[src/rtl/my_pkg.sv]
// Shared definitions for the load/store sequencer: memory access encodings,
// sequencer state type and small decode helpers.
package my_pkg;

    localparam int DATA_WIDTH = 32;

    // Access format encodings as driven by the decoder (stores reuse B/H/W).
    localparam logic [2:0] MEM_OP_B  = 3'b001;
    localparam logic [2:0] MEM_OP_H  = 3'b010;
    localparam logic [2:0] MEM_OP_W  = 3'b011;
    localparam logic [2:0] MEM_OP_BU = 3'b101;
    localparam logic [2:0] MEM_OP_HU = 3'b110;

    typedef enum logic [2:0] {
        ST_IDLE = 3'd0,
        ST_REQ0 = 3'd1,
        ST_RSP0 = 3'd2,
        ST_REQ1 = 3'd3,
        ST_RSP1 = 3'd4,
        ST_DONE = 3'd5
    } lsu_state_e;

    // True for the five access formats the sequencer will execute.
    function automatic logic op_is_legal(input logic [2:0] op);
        logic legal;
        case (op)
            MEM_OP_B, MEM_OP_H, MEM_OP_W, MEM_OP_BU, MEM_OP_HU: legal = 1'b1;
            default:                                            legal = 1'b0;
        endcase
        return legal;
    endfunction

    // Unshifted byte mask for the access size (low two bits select size).
    function automatic logic [3:0] op_size_mask(input logic [2:0] op);
        logic [3:0] mask;
        case (op[1:0])
            2'b01:   mask = 4'b0001;
            2'b10:   mask = 4'b0011;
            2'b11:   mask = 4'b1111;
            default: mask = 4'b0000;
        endcase
        return mask;
    endfunction

endpackage

[src/rtl/rv_lsu_align.sv]
// Combinational lane logic: byte enables for both beats, store data lane
// shifting, and load byte extraction with sign/zero extension.
module rv_lsu_align #(
    parameter int DATA_WIDTH = my_pkg::DATA_WIDTH
) (
    input  logic [2:0]            op_i,
    input  logic [1:0]            off_i,
    input  logic [DATA_WIDTH-1:0] wdata_i,
    input  logic [DATA_WIDTH-1:0] rdata0_i,
    input  logic [DATA_WIDTH-1:0] rdata1_i,
    output logic                  split_o,
    output logic [3:0]            be0_o,
    output logic [3:0]            be1_o,
    output logic [DATA_WIDTH-1:0] wdata0_o,
    output logic [DATA_WIDTH-1:0] wdata1_o,
    output logic [DATA_WIDTH-1:0] ldata_o
);
    import my_pkg::*;

    logic [7:0]              mask_s;
    logic [2*DATA_WIDTH-1:0] wide_w_s;
    logic [DATA_WIDTH-1:0]   win_s;

    // Shift the size mask and store data across an 8-byte window spanning
    // both beats; bytes that spill past lane 3 belong to the second beat.
    always_comb begin
        mask_s   = {4'b0000, op_size_mask(op_i)} << off_i;
        split_o  = |mask_s[7:4];
        be0_o    = mask_s[3:0];
        be1_o    = mask_s[7:4];
        wide_w_s = {{DATA_WIDTH{1'b0}}, wdata_i} << {off_i, 3'b000};
        wdata0_o = wide_w_s[DATA_WIDTH-1:0];
        wdata1_o = wide_w_s[2*DATA_WIDTH-1:DATA_WIDTH];
    end

    // Right-align the addressed bytes from the two read words, then extend.
    always_comb begin
        win_s = DATA_WIDTH'({rdata1_i, rdata0_i} >> {off_i, 3'b000});
        case (op_i)
            MEM_OP_B:  ldata_o = {{(DATA_WIDTH-8){win_s[7]}}, win_s[7:0]};
            MEM_OP_BU: ldata_o = {{(DATA_WIDTH-8){1'b0}}, win_s[7:0]};
            MEM_OP_H:  ldata_o = {{(DATA_WIDTH-16){win_s[15]}}, win_s[15:0]};
            MEM_OP_HU: ldata_o = {{(DATA_WIDTH-16){1'b0}}, win_s[15:0]};
            MEM_OP_W:  ldata_o = win_s;
            default:   ldata_o = {DATA_WIDTH{1'b0}};
        endcase
    end

endmodule

[src/rtl/rv_lsu_seq.sv]
// Load/store sequencer: accepts one request from execute, issues one or two
// word-aligned bus beats (two when the access crosses a word boundary),
// assembles load data and pulses done for one cycle.
module rv_lsu_seq #(
    parameter int DATA_WIDTH = my_pkg::DATA_WIDTH
) (
    input  logic                  clk,
    input  logic                  rst,
    input  logic                  start,
    input  logic                  mem_write,
    input  logic                  mem_to_reg,
    input  logic [2:0]            mem_op,
    input  logic [DATA_WIDTH-1:0] addr,
    input  logic [DATA_WIDTH-1:0] wdata,
    output logic                  busy,
    output logic                  done,
    output logic [DATA_WIDTH-1:0] rdata,
    output logic                  dbus_req,
    output logic                  dbus_we,
    output logic [DATA_WIDTH-1:0] dbus_addr,
    output logic [3:0]            dbus_be,
    output logic [DATA_WIDTH-1:0] dbus_wdata,
    input  logic                  dbus_gnt,
    input  logic                  dbus_rvalid,
    input  logic [DATA_WIDTH-1:0] dbus_rdata
);
    import my_pkg::*;

    lsu_state_e            state_q, state_d;
    logic [DATA_WIDTH-1:0] addr_q, wdata_q, beat0_q, rdata_q;
    logic [2:0]            op_q;
    logic                  store_q;

    logic                  bus_req_q, bus_req_d;
    logic                  bus_we_q, bus_we_d;
    logic [DATA_WIDTH-1:0] bus_addr_q, bus_addr_d;
    logic [3:0]            bus_be_q, bus_be_d;
    logic [DATA_WIDTH-1:0] bus_wdata_q, bus_wdata_d;

    logic                  accept_s, store_sel_s, split_s, load_done_s;
    logic [2:0]            op_sel_s;
    logic [DATA_WIDTH-1:0] addr_sel_s, wdata_sel_s, rdata0_sel_s;
    logic [3:0]            be0_s, be1_s;
    logic [DATA_WIDTH-1:0] wd0_s, wd1_s, ldata_s, base_s;

    assign accept_s = start && (state_q == ST_IDLE) && (mem_write || mem_to_reg)
                      && op_is_legal(mem_op);

    // On the accept cycle the live inputs drive the lane logic so beat 0 can
    // be registered in the same edge that latches the request.
    assign op_sel_s     = accept_s ? mem_op : op_q;
    assign addr_sel_s   = accept_s ? addr   : addr_q;
    assign wdata_sel_s  = accept_s ? wdata  : wdata_q;
    assign store_sel_s  = accept_s ? mem_write : store_q;
    assign rdata0_sel_s = (state_q == ST_RSP1) ? beat0_q : dbus_rdata;
    assign base_s       = {addr_q[DATA_WIDTH-1:2], 2'b00};

    rv_lsu_align #(.DATA_WIDTH(DATA_WIDTH)) u_align (
        .op_i     (op_sel_s),
        .off_i    (addr_sel_s[1:0]),
        .wdata_i  (wdata_sel_s),
        .rdata0_i (rdata0_sel_s),
        .rdata1_i (dbus_rdata),
        .split_o  (split_s),
        .be0_o    (be0_s),
        .be1_o    (be1_s),
        .wdata0_o (wd0_s),
        .wdata1_o (wd1_s),
        .ldata_o  (ldata_s)
    );

    assign load_done_s = !store_q && dbus_rvalid
                         && (((state_q == ST_RSP0) && !split_s) || (state_q == ST_RSP1));

    // State register, request latches, beat-0 read capture and load result.
    always_ff @(posedge clk) begin
        if (rst) begin
            state_q     <= ST_IDLE;
            addr_q      <= {DATA_WIDTH{1'b0}};
            wdata_q     <= {DATA_WIDTH{1'b0}};
            beat0_q     <= {DATA_WIDTH{1'b0}};
            rdata_q     <= {DATA_WIDTH{1'b0}};
            op_q        <= 3'b000;
            store_q     <= 1'b0;
            bus_req_q   <= 1'b0;
            bus_we_q    <= 1'b0;
            bus_addr_q  <= {DATA_WIDTH{1'b0}};
            bus_be_q    <= 4'b0000;
            bus_wdata_q <= {DATA_WIDTH{1'b0}};
        end else begin
            state_q     <= state_d;
            bus_req_q   <= bus_req_d;
            bus_we_q    <= bus_we_d;
            bus_addr_q  <= bus_addr_d;
            bus_be_q    <= bus_be_d;
            bus_wdata_q <= bus_wdata_d;
            if (accept_s) begin
                addr_q  <= addr;
                wdata_q <= wdata;
                op_q    <= mem_op;
                store_q <= mem_write;
            end
            if ((state_q == ST_RSP0) && dbus_rvalid) begin
                beat0_q <= dbus_rdata;
            end
            if (load_done_s) begin
                rdata_q <= ldata_s;
            end
        end
    end

    // Next-state: one or two request/response beats, then a single DONE cycle.
    always_comb begin
        state_d = state_q;
        case (state_q)
            ST_IDLE: begin
                if (accept_s) state_d = ST_REQ0;
                else          state_d = ST_IDLE;
            end
            ST_REQ0: begin
                if (dbus_gnt) state_d = ST_RSP0;
                else          state_d = ST_REQ0;
            end
            ST_RSP0: begin
                if (dbus_rvalid && split_s)  state_d = ST_REQ1;
                else if (dbus_rvalid)        state_d = ST_DONE;
                else                         state_d = ST_RSP0;
            end
            ST_REQ1: begin
                if (dbus_gnt) state_d = ST_RSP1;
                else          state_d = ST_REQ1;
            end
            ST_RSP1: begin
                if (dbus_rvalid) state_d = ST_DONE;
                else             state_d = ST_RSP1;
            end
            ST_DONE: state_d = ST_IDLE;
            default: state_d = ST_IDLE;
        endcase
    end

    // Next values of the registered bus outputs, keyed on the coming state.
    always_comb begin
        bus_req_d   = 1'b0;
        bus_we_d    = 1'b0;
        bus_be_d    = 4'b0000;
        bus_addr_d  = bus_addr_q;
        bus_wdata_d = bus_wdata_q;
        if ((state_q == ST_IDLE) && (state_d == ST_REQ0)) begin
            bus_req_d   = 1'b1;
            bus_we_d    = store_sel_s;
            bus_addr_d  = {addr_sel_s[DATA_WIDTH-1:2], 2'b00};
            bus_be_d    = be0_s;
            bus_wdata_d = wd0_s;
        end else if ((state_q == ST_RSP0) && (state_d == ST_REQ1)) begin
            bus_req_d   = 1'b1;
            bus_we_d    = store_q;
            bus_addr_d  = base_s + {{(DATA_WIDTH-3){1'b0}}, 3'b100};
            bus_be_d    = be1_s;
            bus_wdata_d = wd1_s;
        end else if ((state_d == ST_REQ0) || (state_d == ST_REQ1)) begin
            bus_req_d   = 1'b1;
            bus_we_d    = bus_we_q;
            bus_be_d    = bus_be_q;
        end else begin
            bus_req_d   = 1'b0;
            bus_be_d    = 4'b0000;
        end
    end

    assign busy       = accept_s || ((state_q != ST_IDLE) && (state_q != ST_DONE));
    assign done       = (state_q == ST_DONE);
    assign rdata      = rdata_q;
    assign dbus_req   = bus_req_q;
    assign dbus_we    = bus_we_q;
    assign dbus_addr  = bus_addr_q;
    assign dbus_be    = bus_be_q;
    assign dbus_wdata = bus_wdata_q;

endmodule

[config.mk]
export PLATFORM = sky130hd
export DESIGN_NAME = rv_lsu_seq
export DESIGN_NICKNAME = d
export VERILOG_FILES = /design/src/rtl/my_pkg.sv /design/src/rtl/rv_lsu_align.sv /design/src/rtl/rv_lsu_seq.sv
export SDC_FILE = /design/constraint.sdc
export NUM_CORES = 1
export LEC_CHECK = 0
export CAP_MARGIN = 15
export CORE_MARGIN = 2
export CORE_UTILIZATION = 69
export CTS_CLUSTER_SIZE = 28
export DETAILED_ROUTE_END_ITERATION = 6
export DONT_BUFFER_PORTS = 1
export GPL_TIMING_DRIVEN = 0
export HOLD_SLACK_MARGIN = 0.02
export PLACE_DENSITY_LB_ADDON = 0.25
export REMOVE_ABC_BUFFERS = 1
export SYNTH_ARGS = -nofsm -noshare
export SYNTH_HDL_FRONTEND = slang
export SYNTH_HIERARCHICAL = 1
export SYNTH_SLANG_ARGS = --single-unit
[constraint.sdc]
create_clock -name clk -period 10.2 [get_ports clk]
set_input_delay 1.02 -clock clk [delete_from_list [all_inputs] [get_ports clk]]
set_output_delay 1.02 -clock clk [all_outputs]
set_load 0.005 [all_outputs]
* After elaboration in Yosys (flattened, before gate mapping)
Index checks and enable logic that the tools add are counted.
Operators by class: add/subtract/negate cells 1, multipliers 0, div/mod/pow operators 0, $lt $le $gt $ge 0, equality and inequality tests 22, shift operators 3, muxes and demuxes 28, bitwise gates (word level) 0, reductions and logical operators 23
Operator list (number):
- two-way mux 32 bit | 7
- case mux 32 bit (5 select lines) | 1
- left shift 32 x 5 -> 64 bit | 1
- >> shifter 64 x 5 -> 32 bit | 1
- adder 32 x 3 -> 32 bit (second input constant) | 1
- equality test 3 x 2 -> 1 bit (second input constant) | 7
- equality test 3 bit (second input constant) | 6
- case mux 3 bit (5 select lines) | 1
- equality test 3 x 1 -> 1 bit (second input constant) | 4
- two-way mux 3 bit | 4
- two-way mux 4 bit | 3
- case mux 4 bit (3 select lines) | 1
- logical AND 1 bit | 11
- two-way mux 1 bit | 10
- left shift 4 x 2 -> 8 bit | 1
- != test 3 bit (second input constant) | 2
- OR reduction 5 bit | 1
- equality test 2 bit (second input constant) | 2
- logical OR 1 bit | 4
- OR reduction 4 bit | 1
- zero test 3 bit | 1
- nonzero test 3 bit | 1
- equality test 2 x 1 -> 1 bit (second input constant) | 1
- zero test 1 bit | 2
- other kinds (3) | 3
Storage, ports and cells: register bits after elaboration 205, bits in latches 0, memory bits (writable) 0, memory bits (read-only) 0, output and inout bits 104, memories kept 0

* Logic depth before layout (Yosys ltp)
word-level depth 17, gate-level depth with buffers 20

* Modules after synthesis
The synthesis kept the hierarchy.
Modules (own cells, without submodules):
- rv_lsu_seq | times used 1, cells each 1038, area an instance 8289.2 µm², seq. area each 4063.9 µm²
- rv_lsu_align | times used 1, cells each 290, area an instance 2047.0 µm², seq. area each 0.0 µm²

* Worst setup path before layout
Ideal clock, no wire load.
path type input to register, from input port start, to register bus_addr_q[2], in the netlist dbus_addr[2], arrival time 4.737 ns, setup slack 5.336 ns, cell stages on the path 19, buffers on the path 9, path through or4b_4 -> a311oi_4 -> clkbuf_1 -> clkbuf_1 -> nand2_1 -> nand2_1 -> buf_4 -> buf_6 -> buf_4 -> buf_4 -> o21ai_0 -> a21boi_0 -> and2_0 -> clkbuf_1 -> nor2_1 -> clkbuf_1 -> clkbuf_1 -> a221oi_1 -> nor2_1
RTL lines:
- start, declared | line rv_lsu_seq.sv:9 | input logic start,
- logical AND 1 bit * (2 in a row) | line rv_lsu_seq.sv:46 | assign accept_s = start && (state_q == ST_IDLE) && (mem_write || mem_to_reg)
- logical AND 1 bit * | line rv_lsu_seq.sv:47 | && op_is_legal(mem_op);
- two-way mux 32 bit *
- via addr_sel_s[0] | line rv_lsu_seq.sv:42 | logic [DATA_WIDTH-1:0] addr_sel_s, wdata_sel_s, rdata0_sel_s;
- left shift 4 x 2 -> 8 bit * | line rv_lsu_align.sv:27 | mask_s = {4'b0000, op_size_mask(op_i)} << off_i;
- OR reduction 4 bit * | line rv_lsu_align.sv:28 | split_o = |mask_s[7:4];
- via split_s | line rv_lsu_seq.sv:40 | logic accept_s, store_sel_s, split_s, load_done_s;
- logical AND 1 bit * | line rv_lsu_seq.sv:125 | if (dbus_rvalid && split_s) state_d = ST_REQ1;
- two-way mux 3 bit * | line rv_lsu_seq.sv:125
- case mux 3 bit (5 select lines) * | line rv_lsu_seq.sv:115 | case (state_q)
- equality test 3 x 1 -> 1 bit or equality test 3 x 2 -> 1 bit (tied branches) | line rv_lsu_seq.sv:149, rv_lsu_seq.sv:155
- logical AND 1 bit (on tied branches) | line rv_lsu_seq.sv:149, rv_lsu_seq.sv:155
- two-way mux 32 bit or nonzero test 2 bit (tied branches)
- end signal, assigned | line rv_lsu_seq.sv:87 | bus_addr_q <= {DATA_WIDTH{1'b0}};
- end signal, assigned | line rv_lsu_seq.sv:94 | bus_addr_q <= bus_addr_d;
- end, declared | line rv_lsu_seq.sv:36 | logic [DATA_WIDTH-1:0] bus_addr_q, bus_addr_d;
The timed path passes the listed nets; every way through them passes the cells marked *. A chain may end at the register's enable or synchronous reset.

* Worst setup path after layout
from register state_q[0], to register bus_wdata_q[16], in the netlist dbus_wdata[16]
RTL lines:
- start, declared | line rv_lsu_seq.sv:29 | lsu_state_e state_q, state_d;
- start signal, assigned | line rv_lsu_seq.sv:91 | state_q <= state_d;
- zero test 3 bit * | line rv_lsu_seq.sv:46
- logical AND 1 bit * (2 in a row) | line rv_lsu_seq.sv:46
- logical AND 1 bit * | line rv_lsu_seq.sv:47
- two-way mux 32 bit *
- via addr_sel_s[0] | line rv_lsu_seq.sv:42
- left shift 4 x 2 -> 8 bit * | line rv_lsu_align.sv:27
- OR reduction 4 bit * | line rv_lsu_align.sv:28
- via split_s | line rv_lsu_seq.sv:40
- logical AND 1 bit * | line rv_lsu_seq.sv:125
- two-way mux 3 bit * | line rv_lsu_seq.sv:125
- case mux 3 bit (5 select lines) * | line rv_lsu_seq.sv:115
- equality test 3 x 1 -> 1 bit or equality test 3 x 2 -> 1 bit (tied branches) | line rv_lsu_seq.sv:149, rv_lsu_seq.sv:155
- logical AND 1 bit (on tied branches) | line rv_lsu_seq.sv:149, rv_lsu_seq.sv:155
- two-way mux 32 bit or nonzero test 2 bit (tied branches)
- end signal, assigned | line rv_lsu_seq.sv:89 | bus_wdata_q <= {DATA_WIDTH{1'b0}};
- end signal, assigned | line rv_lsu_seq.sv:96 | bus_wdata_q <= bus_wdata_d;
- end, declared | line rv_lsu_seq.sv:38 | logic [DATA_WIDTH-1:0] bus_wdata_q, bus_wdata_d;
The timed path passes the listed nets; every way through them passes the cells marked *. The select of a mux whose other input is x is not followed.

==> run_results.csv <==
group,metric,value,unit
run_status,outcome,"completed",
yosys,syn_area,0.0103,mm2
critical_path,cpMostUsedCell,"nand2_1",
clock_network,cts_tree,"built",
critical_path,start_kind,"flip-flop",
timing,drv_slew,0,
yosys,ys.flop_type,"dfxtp_1",
cells_and_area,final_common_cell,"nand2_1",
pwr,p_leak,4.03,nW
placed_design,place.detailed.hpwl,16800,um
timing,max_slew_margin,21.3,%
floorplan,core_area,0.0146,mm2
clock_network,post-cts-setup-buffer-count,0,
global_route,antenna_found_initial,1,
route,dr_total_vias,9163,
yosys,synth_edf_count,0,
global_route,grtUsageMet2,52.8,%
cells_and_area,synthToLayoutAreaGrowth,6.92,%
yosys,syn_inst,1328,
timing,worstMarginPinSlew,1.16,ns
pwr,finalPower,0.00195,W
timing,max_freq,0.166,GHz
critical_path,critPathSlowestCell,"a311oi_4",
placed_design,place_ws,3.84,ns
critical_path,worstPathCellList,"or4b_4 -> a311oi_4 -> buf_8 -> buf_8 -> nand2_1 -> nand2_4 -> buf_16 -> o21ai_0 -> a21boi_0 -> nand2_1 -> nand2_1 -> buf_16 -> nor2_1 -> nor3_1",
yosys,seq_area_frac_synth,39.3,%
floorplan,rows,44,
pwr,peakVddDrop,163,uV
floorplan,fp.dieW,126,um
cells_and_area,final_cell_mix,"nand2_1, dfxtp_1, a21oi_1, nor2_1, o22ai_1",
yosys,synth-seq-cells,203,
pwr,p_per_area,176,mW/mm2
min_path,hold_class,"flip-flop to flip-flop",
route,drt-wirelength-per-cell,18.3,um
timing,setup_viol_count_final,0,
placed_design,gp_congestion,0.835,
route,remaining_drc_errors,0,
clock_network,hold_buffers,0,
timing,rsz0062_at_grt,"false",
route,antenna_left,0,
floorplan,initial_core_util,70.8,%
critical_path,critPathCaptureType,"flip-flop",
placed_design,io_buffers,0,
floorplan,die_h,126,um
timing,setup_ws,4.16,ns
timing,post-route-period-util,59.2,%
floorplan,die_area,0.0160,mm2
global_route,grt_pass1_vias,8892,
timing,hold_violations,0,
yosys,synthArstFlopShare,0,%
clock_network,cts_made_buffers,22,
global_route,use_met3,9.49,%
timing,min_period,6.04,ns
yosys,avgSynthCellArea,7.78,um2
critical_path,cp.arrival,6.45,ns
cells_and_area,nets,1360,
clock_network,clk_pin_slew,0.06,ns
clock_network,clock_path_buffers,3,
global_route,grt_pass1_wl,42900,um
clock_network,cts_resized,0,
clock_network,root_buffer,"clkbuf_16",
critical_path,crit_required,10.61,ns
global_route,overflow,0,
global_route,grt_max_degree,205,
global_route,grt_usage,31.7,%
clock_network,clock_latency,0.50,ns
clock_network,clock_sinks,203,
route,avgViaCountPerCell,6.31,
global_route,use_met1,39.4,%
critical_path,cp_slowest_stage_delay,0.84,ns
route,drt_iter0_drc,739,
run,cap_violations,0,
yosys,ys_types,49,
critical_path,path_class,"flip-flop to flip-flop",
route,firstDrtPassIters,5,
global_route,top_usage_layer,"met2",
cells_and_area,num_antenna_cells,0,
route,wirelength,26600,um
yosys,ys_warn_count,6,
timing,fin_worst_skew,0.0114,ns
floorplan,ios,210,
critical_path,critPathMaxFanout,51,
cells_and_area,drive_gt1_share,9.93,%
clock_network,h-tree-depth,1,
## final timing paths
path	from	endpoint	slack (ns)	depth (start not counted)
hold reg to reg	beat0_q[0]	beat0_q[0]	0.45	2
setup / recovery	state_q[0]	dbus_wdata[16]	4.16	14
setup reg to reg	state_q[0]	dbus_wdata[16]	4.16	14
hold / removal	beat0_q[0]	beat0_q[0]	0.45	2
## final cells by class
cell class,instances,area [um2]
multi-input cells,1007,5750
flip-flops and latches,203,4060
fillers,1103,3540
clock buffers,34,707
repair buffers,12,243
well taps,184,230
clock inverters,6,36.3
inverters,7,26.3
## per-layer routing
layer / up-vias / routed length, um
met5: - / 23
met1: 4291 / 10800
met4: 2 / 561
li1: 4451 / -
met2: 369 / 12600
met3: 50 / 2540
## registers in the layout, indices dropped and copies added (netlist names), 3 cells and up
signal,count
state_q,3
beat0_q,32
dbus_addr,30
rdata,32
wdata_q,32
addr_q,32
dbus_wdata,32
dbus_be,4
op_q,3
## through the flow
stage / utilization, % / setup TNS (ns) / hold slack, ns / cell area [um2] / std cells
after floorplan: - / 0 / 0.427 / 9800 / 1217
after global placement: 68.7 / -44.94 / 0.432 / 10000 / 1401
after detailed placement: 70.3 / 0 / 0.438 / 10300 / 1411
after CTS: 75.4 / 0 / 0.446 / 11000 / 1451
after global routing: 75.8 / 0 / 0.467 / 11100 / 1453
final: 75.8 / 0 / 0.448 / 11100 / 1453
## kinds of logic (layout without fill, tap and decap cells)
logic type | Yosys count | count (layout) | share of synthesized area, %
other | 2 | 11 | 0.0727
multiplexers | 108 | 108 | 11.7
AND/OR/NAND/NOR | 549 | 549 | 22.6
AO/OA/AOI/OAI | 310 | 310 | 18.1
XOR/XNOR | 28 | 28 | 2.37
buffers and inverters | 127 | 59 | 5.77
adder cells (fa/ha/maj) | 1 | 1 | 0.121
flip-flops | 203 | 203 | 39.3
## synthesized netlist by cell type (all sizes together) (4+ instances only)
master	count	area, um2
nand2	341	1280
o21ai	28	144
and2	13	81.3
dfxtp	203	4060
inv	7	26.3
xor2	18	158
nand3	13	70.1
nor2b	10	62.6
clkbuf	82	308
o22ai	66	413
a31oi	4	25.0
nand4	11	68.8
a222oi	8	80.1
buf	38	263
a211oi	14	105
mux2	61	687
a21oi	139	696
mux2i	43	430
nor2	91	342
a21boi	20	150
and4	7	61.3
mux4	4	90.1
and3	11	68.8
nand2b	5	31.3
o31ai	21	158
xnor2	10	87.6
nor3	37	185
## power breakdown
group          leakage (nW)  switching, W  total (W)  internal [W]
logic                  2.00      0.000172   0.000286      0.000114
registers              1.65     0.0000320   0.000865      0.000833
clock network         0.376      0.000319   0.000797      0.000477
## worst max-delay path: cells and delay by family (launching register included)
family	cells	cell delay, ns
and+or+nand+nor	7	2.84
AOI/OAI and AO/OA	3	1.55
buffers and inverters	4	1.03
DFF	1	0.44
Note: power is estimated with default switching activity, not from simulation.
